`config.mk`:
```
export PLATFORM = sky130hd
export DESIGN_NAME = pingpong_buffer_ctrl
export DESIGN_NICKNAME = d
export VERILOG_FILES = /design/src/rtl/pingpong_buffer_ctrl.sv
export SDC_FILE = /design/constraint.sdc
export NUM_CORES = 1
export LEC_CHECK = 0
export CORE_MARGIN = 1
export CORE_UTILIZATION = 38
export CTS_BUF_LIST = sky130_fd_sc_hd__clkbuf_16
export CTS_CLUSTER_SIZE = 28
export DETAILED_ROUTE_END_ITERATION = 10
export PLACE_DENSITY = 0.8
export SLEW_MARGIN = 20
export SYNTH_ARGS = -nofsm -noshare
export SYNTH_HDL_FRONTEND = slang
export SYNTH_SLANG_ARGS = --single-unit
```
`constraint.sdc`:
```
create_clock -name clk -period 2.6 [get_ports clk]
set_clock_uncertainty 0.2 [all_clocks]
set_input_delay 0.65 -clock clk [delete_from_list [all_inputs] [get_ports clk]]
set_output_delay 0.65 -clock clk [all_outputs]
set_load 0.03 [all_outputs]
```
`src/rtl/pingpong_buffer_ctrl.sv`:
```
// Ping-pong controller for the dual-port audio RAM: tracks the two half-buffer
// full flags and the write/read half selects, and sequences playback states.
module pingpong_buffer_ctrl #(
    parameter int              BUFFER_ADDR_BITS = 9,
    parameter logic [15:0]     UNDERRUN_MAX     = 16'hFFFF
) (
    input  logic                          clk,
    input  logic                          rst,
    input  logic                          flush_i,
    input  logic                          pause_i,
    input  logic                          eos_i,
    input  logic                          wr_en_i,
    input  logic [BUFFER_ADDR_BITS-1:0]   wr_addr_i,
    input  logic [7:0]                    wr_data_i,
    input  logic                          wr_done_i,
    output logic                          wr_ready_o,
    input  logic [BUFFER_ADDR_BITS-1:0]   rd_addr_i,
    input  logic                          rd_release_i,
    output logic                          rd_active_o,
    output logic                          ram_wren_o,
    output logic [BUFFER_ADDR_BITS:0]     ram_wr_addr_o,
    output logic [7:0]                    ram_wr_data_o,
    output logic [BUFFER_ADDR_BITS:0]     ram_rd_addr_o,
    output logic [1:0]                    level_o,
    output logic [1:0]                    state_o,
    output logic                          underrun_o,
    output logic [15:0]                   underrun_count_o
);

    typedef enum logic [1:0] {
        ST_PRIME    = 2'd0,
        ST_PLAY     = 2'd1,
        ST_PAUSE    = 2'd2,
        ST_UNDERRUN = 2'd3
    } state_t;

    state_t      state_q, state_d;
    logic [1:0]  full_q, full_d;
    logic        wr_sel_q, wr_sel_d;
    logic        rd_sel_q, rd_sel_d;
    logic        rd_active_q, rd_active_d;
    logic        underrun_q, underrun_d;
    logic [15:0] count_q, count_d;

    logic        done_ok;
    logic        rel_ok;
    logic        rd_half_full;

    assign wr_ready_o       = ~full_q[wr_sel_q];
    // A flush discards any byte offered in the same cycle.
    assign ram_wren_o       = wr_en_i & wr_ready_o & ~flush_i;
    assign ram_wr_addr_o    = {wr_sel_q, wr_addr_i};
    assign ram_wr_data_o    = wr_data_i;
    assign ram_rd_addr_o    = {rd_sel_q, rd_addr_i};
    assign level_o          = {1'b0, full_q[0]} + {1'b0, full_q[1]};
    assign state_o          = state_q;
    assign rd_active_o      = rd_active_q;
    assign underrun_o       = underrun_q;
    assign underrun_count_o = count_q;

    always_comb begin
        done_ok = wr_done_i & wr_ready_o;
        // Pause wins over a release arriving in the same cycle.
        rel_ok  = rd_release_i & rd_active_q & ~pause_i;

        full_d = full_q;
        if (done_ok) full_d[wr_sel_q] = 1'b1;
        if (rel_ok)  full_d[rd_sel_q] = 1'b0;
        wr_sel_d = wr_sel_q ^ done_ok;
        rd_sel_d = rd_sel_q ^ rel_ok;

        // Decisions look at the half the reader will own next cycle.
        rd_half_full = full_d[rd_sel_d];

        state_d    = state_q;
        underrun_d = 1'b0;
        count_d    = count_q;

        case (state_q)
            ST_PRIME: begin
                if ((full_d == 2'b11) || (rd_half_full && eos_i))
                    state_d = pause_i ? ST_PAUSE : ST_PLAY;
            end
            ST_PLAY: begin
                if (pause_i) begin
                    state_d = ST_PAUSE;
                end else if (rel_ok && !rd_half_full) begin
                    state_d    = ST_UNDERRUN;
                    underrun_d = 1'b1;
                    if (count_q != UNDERRUN_MAX) count_d = count_q + 16'd1;
                end
            end
            ST_UNDERRUN: begin
                if (pause_i)           state_d = ST_PAUSE;
                else if (rd_half_full) state_d = ST_PLAY;
            end
            ST_PAUSE: begin
                if (!pause_i) state_d = rd_half_full ? ST_PLAY : ST_UNDERRUN;
            end
            default: state_d = ST_PRIME;
        endcase

        if (flush_i) begin
            full_d     = 2'b00;
            wr_sel_d   = 1'b0;
            rd_sel_d   = 1'b0;
            state_d    = ST_PRIME;
            underrun_d = 1'b0;
            count_d    = count_q;
        end

        rd_active_d = (state_d == ST_PLAY);
    end

    always_ff @(posedge clk or posedge rst) begin
        if (rst) begin
            state_q     <= ST_PRIME;
            full_q      <= 2'b00;
            wr_sel_q    <= 1'b0;
            rd_sel_q    <= 1'b0;
            rd_active_q <= 1'b0;
            underrun_q  <= 1'b0;
            count_q     <= 16'd0;
        end else begin
            state_q     <= state_d;
            full_q      <= full_d;
            wr_sel_q    <= wr_sel_d;
            rd_sel_q    <= rd_sel_d;
            rd_active_q <= rd_active_d;
            underrun_q  <= underrun_d;
            count_q     <= count_d;
        end
    end

endmodule

```
==> run metrics <==
crit path time final=about 2.5 ns; reg2reg start=state_o[1]; global-route wire length before repair=around 4600 um; Final #Nets=approximately 190; number of global-route vias before repair=roughly 1000; total CTS buffers=3; internal power=747 uW; measured slew at the worst slew-check pin=around 0.40 ns; Synth Register Bits=24; status=finished, final reports clean; pre-CTS WS=-0.269 ns; Clock Path Buffers=2; hold depth=1; Syn Inst Count=140; Clock Power Share=between 40 and 50%; MaxCap Viol Count=0; GP Congestion=0.812; Power Density=between 500 and 600 mW/mm^2; die area=between 0.004 and 0.005 mm^2; Hold Path Class=reg2reg; CTS tree=built; Final Hold Fails=0; Leakage=0.000850 uW; logic gate share of total power=about an eighth; root buffer cell=clkbuf_16; Worst Hold Path EP=underrun_count_o[6]; min-delay src=underrun_count_o[6]; CP Data Arrival Time=between 1.5 and 2 ns; R2R depth=6; CP Data Required Time=1.75 ns; share of cells above drive strength 1=between 20% and 30%; total routed wirelength=roughly 2700 um; Core Box Area=~0.0037 mm^2; worst-path fanout max=9; Clock Pin Slew Worst Setup and Hold Paths=0.06 ns; Mapped Nets=176; Layout area overhead=24.3%; global route overflow=0; startpoint types=input port; Worst slew margin=between 70% and 80%; Final Cell Area=0.00188 mm^2; EDFF count, synth=0; cell area after placement=about 0.0017 mm^2; R2R Path End=underrun_count_o[14]; Vias=1026; chip width=65.2 um; FILL cells=~340; initial antenna violation count=0; 1st-pass router iterations=4; syn_area_per_cell=around 11 um^2; Max Slew Vio Count=0; Synth Cell Area=about 0.0015 mm^2; Ports=86; DP HPWL=about 2000 um; Die H=between 60 and 70 um; Clk Latency, worst-skew pair=~0.25 ns; Starting DRT DRC Count=25; Sw Ratio=21.4%; Most used DFF post-synth=dfrtp_1; dpl cells=200; # port buffers=33; most frequent cells in the layout=clkdlybuf4s50_1 (31), dfrtp_1 (24), xor2_1 (15); Overall Global Routing Usage=13.8%; post-synthesis sequential area ratio=39.6%; Worst IR Drop VDD=between 0.15 and 0.2 mV; Total Power=around 950 uW; FMAX=approximately 400 MHz; Diodes inserted=0; Setup crit end kind=primary output; Final ANT Viol Nets=0; Yosys Warn Count=0; Row Count=22; H-tree depth=1; crit share post-route=97.7%; final non-filler cell total=205; Sink Count=24; final setup violating endpoints=0; starting density of the core=between 40% and 50%; Routed WL per cell=13.4 um; Post-CTS Hold Fix Bufs=0; Sequential Power Share=41.8%; DR DRC count=0; count of cell types in the netlist=36; critical path type=in2out; post-DR vias/cell=5.00; post-layout util=between 50% and 60%; largest net degree at the start of global routing=25; flop2flop setup slack=roughly 0.46 ns; P_sw=between 200 and 250 uW; setup ws final=roughly 0.06 ns; commonest non-fill, non-tap cell in the layout=clkdlybuf4s50_1; Post-synth ARST share=100%
==> per-layer routing <==
metal	routed length [um]	up-vias	global-route usage (%)
li1	-	492	-
met1	1260	505	18.4
met2	1350	27	22.4
met3	118	2	2.78
met4	12	0	4.08
met5	0	-	0
==> area by class of cell <==
type | count | area, um^2 | area share, %
clock buffer | 3 | 75.1 | 3.98
clock inverter | 1 | 30.0 | 1.59
inverter | 3 | 11.3 | 0.598
multi-input combinational | 81 | 687 | 36.5
sequential | 24 | 601 | 31.9
tap | 48 | 60.1 | 3.19
timing repair buffer | 45 | 420 | 22.3
==> power groups by stage <==
| stage | clock (uW) | combinational, uW | sequential (uW) |
|---|---|---|---|
| 2_1_floorplan | 0 | 139 | 412 |
| 3_3_place_gp | 0 | 121 | 403 |
| 3_5_place_dp | 0 | 124 | 403 |
| 4_1_cts | 439 | 126 | 397 |
| 5_1_grt | 455 | 134 | 399 |
| 6_report | 427 | 125 | 397 |
==> critical path: stages <==
cell	delay [ns]
clkdlybuf4s50_1	0.54
buf_6	0.16
and3b_1	0.17
buf_4	0.16
==> cells by family after synthesis <==
kind of cell             count (synthesis)  share of synthesized area (%)
multiplexers                             4                           3.55
AO/OA/AOI/OAI                            7                           3.38
buffers and inverters                   35                           16.7
adder cells (fa/ha/maj)                  2                           1.65
flip-flops                              24                           39.6
AND/OR/NAND/NOR                         52                           24.7
XOR/XNOR                                16                           10.5
==> sequential cells by signal, indices dropped and copies added, names as in the netlist <==
| name | flops |
|---|---|
| state_o | 2 |
| full_q | 2 |
| underrun_o | 1 |
| rd_active_o | 1 |
| rd_sel_q | 1 |
| underrun_count_o | 16 |
| wr_sel_q | 1 |
==> cell usage after synthesis, types with 2 or more instances <==
library cell | n | share of area, %
buf_6 | 2 | 1.5
nor3_1 | 5 | 1.6
mux2i_1 | 2 | 1.3
nand4_1 | 3 | 1.2
nand3_1 | 4 | 1.3
nor3_2 | 7 | 4.6
and3b_1 | 2 | 1.2
dfrtp_1 | 24 | 40
and4_1 | 3 | 1.7
nor2_1 | 5 | 1.2
nand2_1 | 8 | 2.0
xor2_1 | 15 | 8.7
a21oi_1 | 3 | 0.99
nor4_1 | 4 | 1.6
nor4_2 | 2 | 1.6
buf_4 | 28 | 14
inv_1 | 3 | 0.74
ha_1 | 2 | 1.6
==> timing repair <==
action	4_1_cts	5_1_grt
hold endpoints to repair	0	0
setup buffers	0	1
setup endpoints to repair	2	6
pin swaps	0	1
resized for setup	2	3
==> per-stage QoR <==
step	TNS [ns]	hold slack, ns
after floorplan	0	0.378
after global placement	-2.14	0.279
after detailed placement	-3.44	0.284
after CTS	0	0.289
after global routing	-0.0386	0.323
final	0	0.283
==> how the worst max path moves through the flow <==
stage | slack, ns | cells past startpoint | startpoint | to
4_1_cts | 0.04 | 4 | flush_i | ram_wren_o
5_1_grt | -0.04 | 7 | flush_i | underrun_count_o[14]
3_5_place_dp | -0.27 | 7 | pause_i | underrun_count_o[13]
2_1_floorplan | 0.31 | 6 | flush_i | underrun_count_o[1]
3_3_place_gp | -0.16 | 7 | pause_i | underrun_count_o[13]
6_report | 0.06 | 4 | flush_i | ram_wren_o
Note: power is estimated with default switching activity, not from simulation.
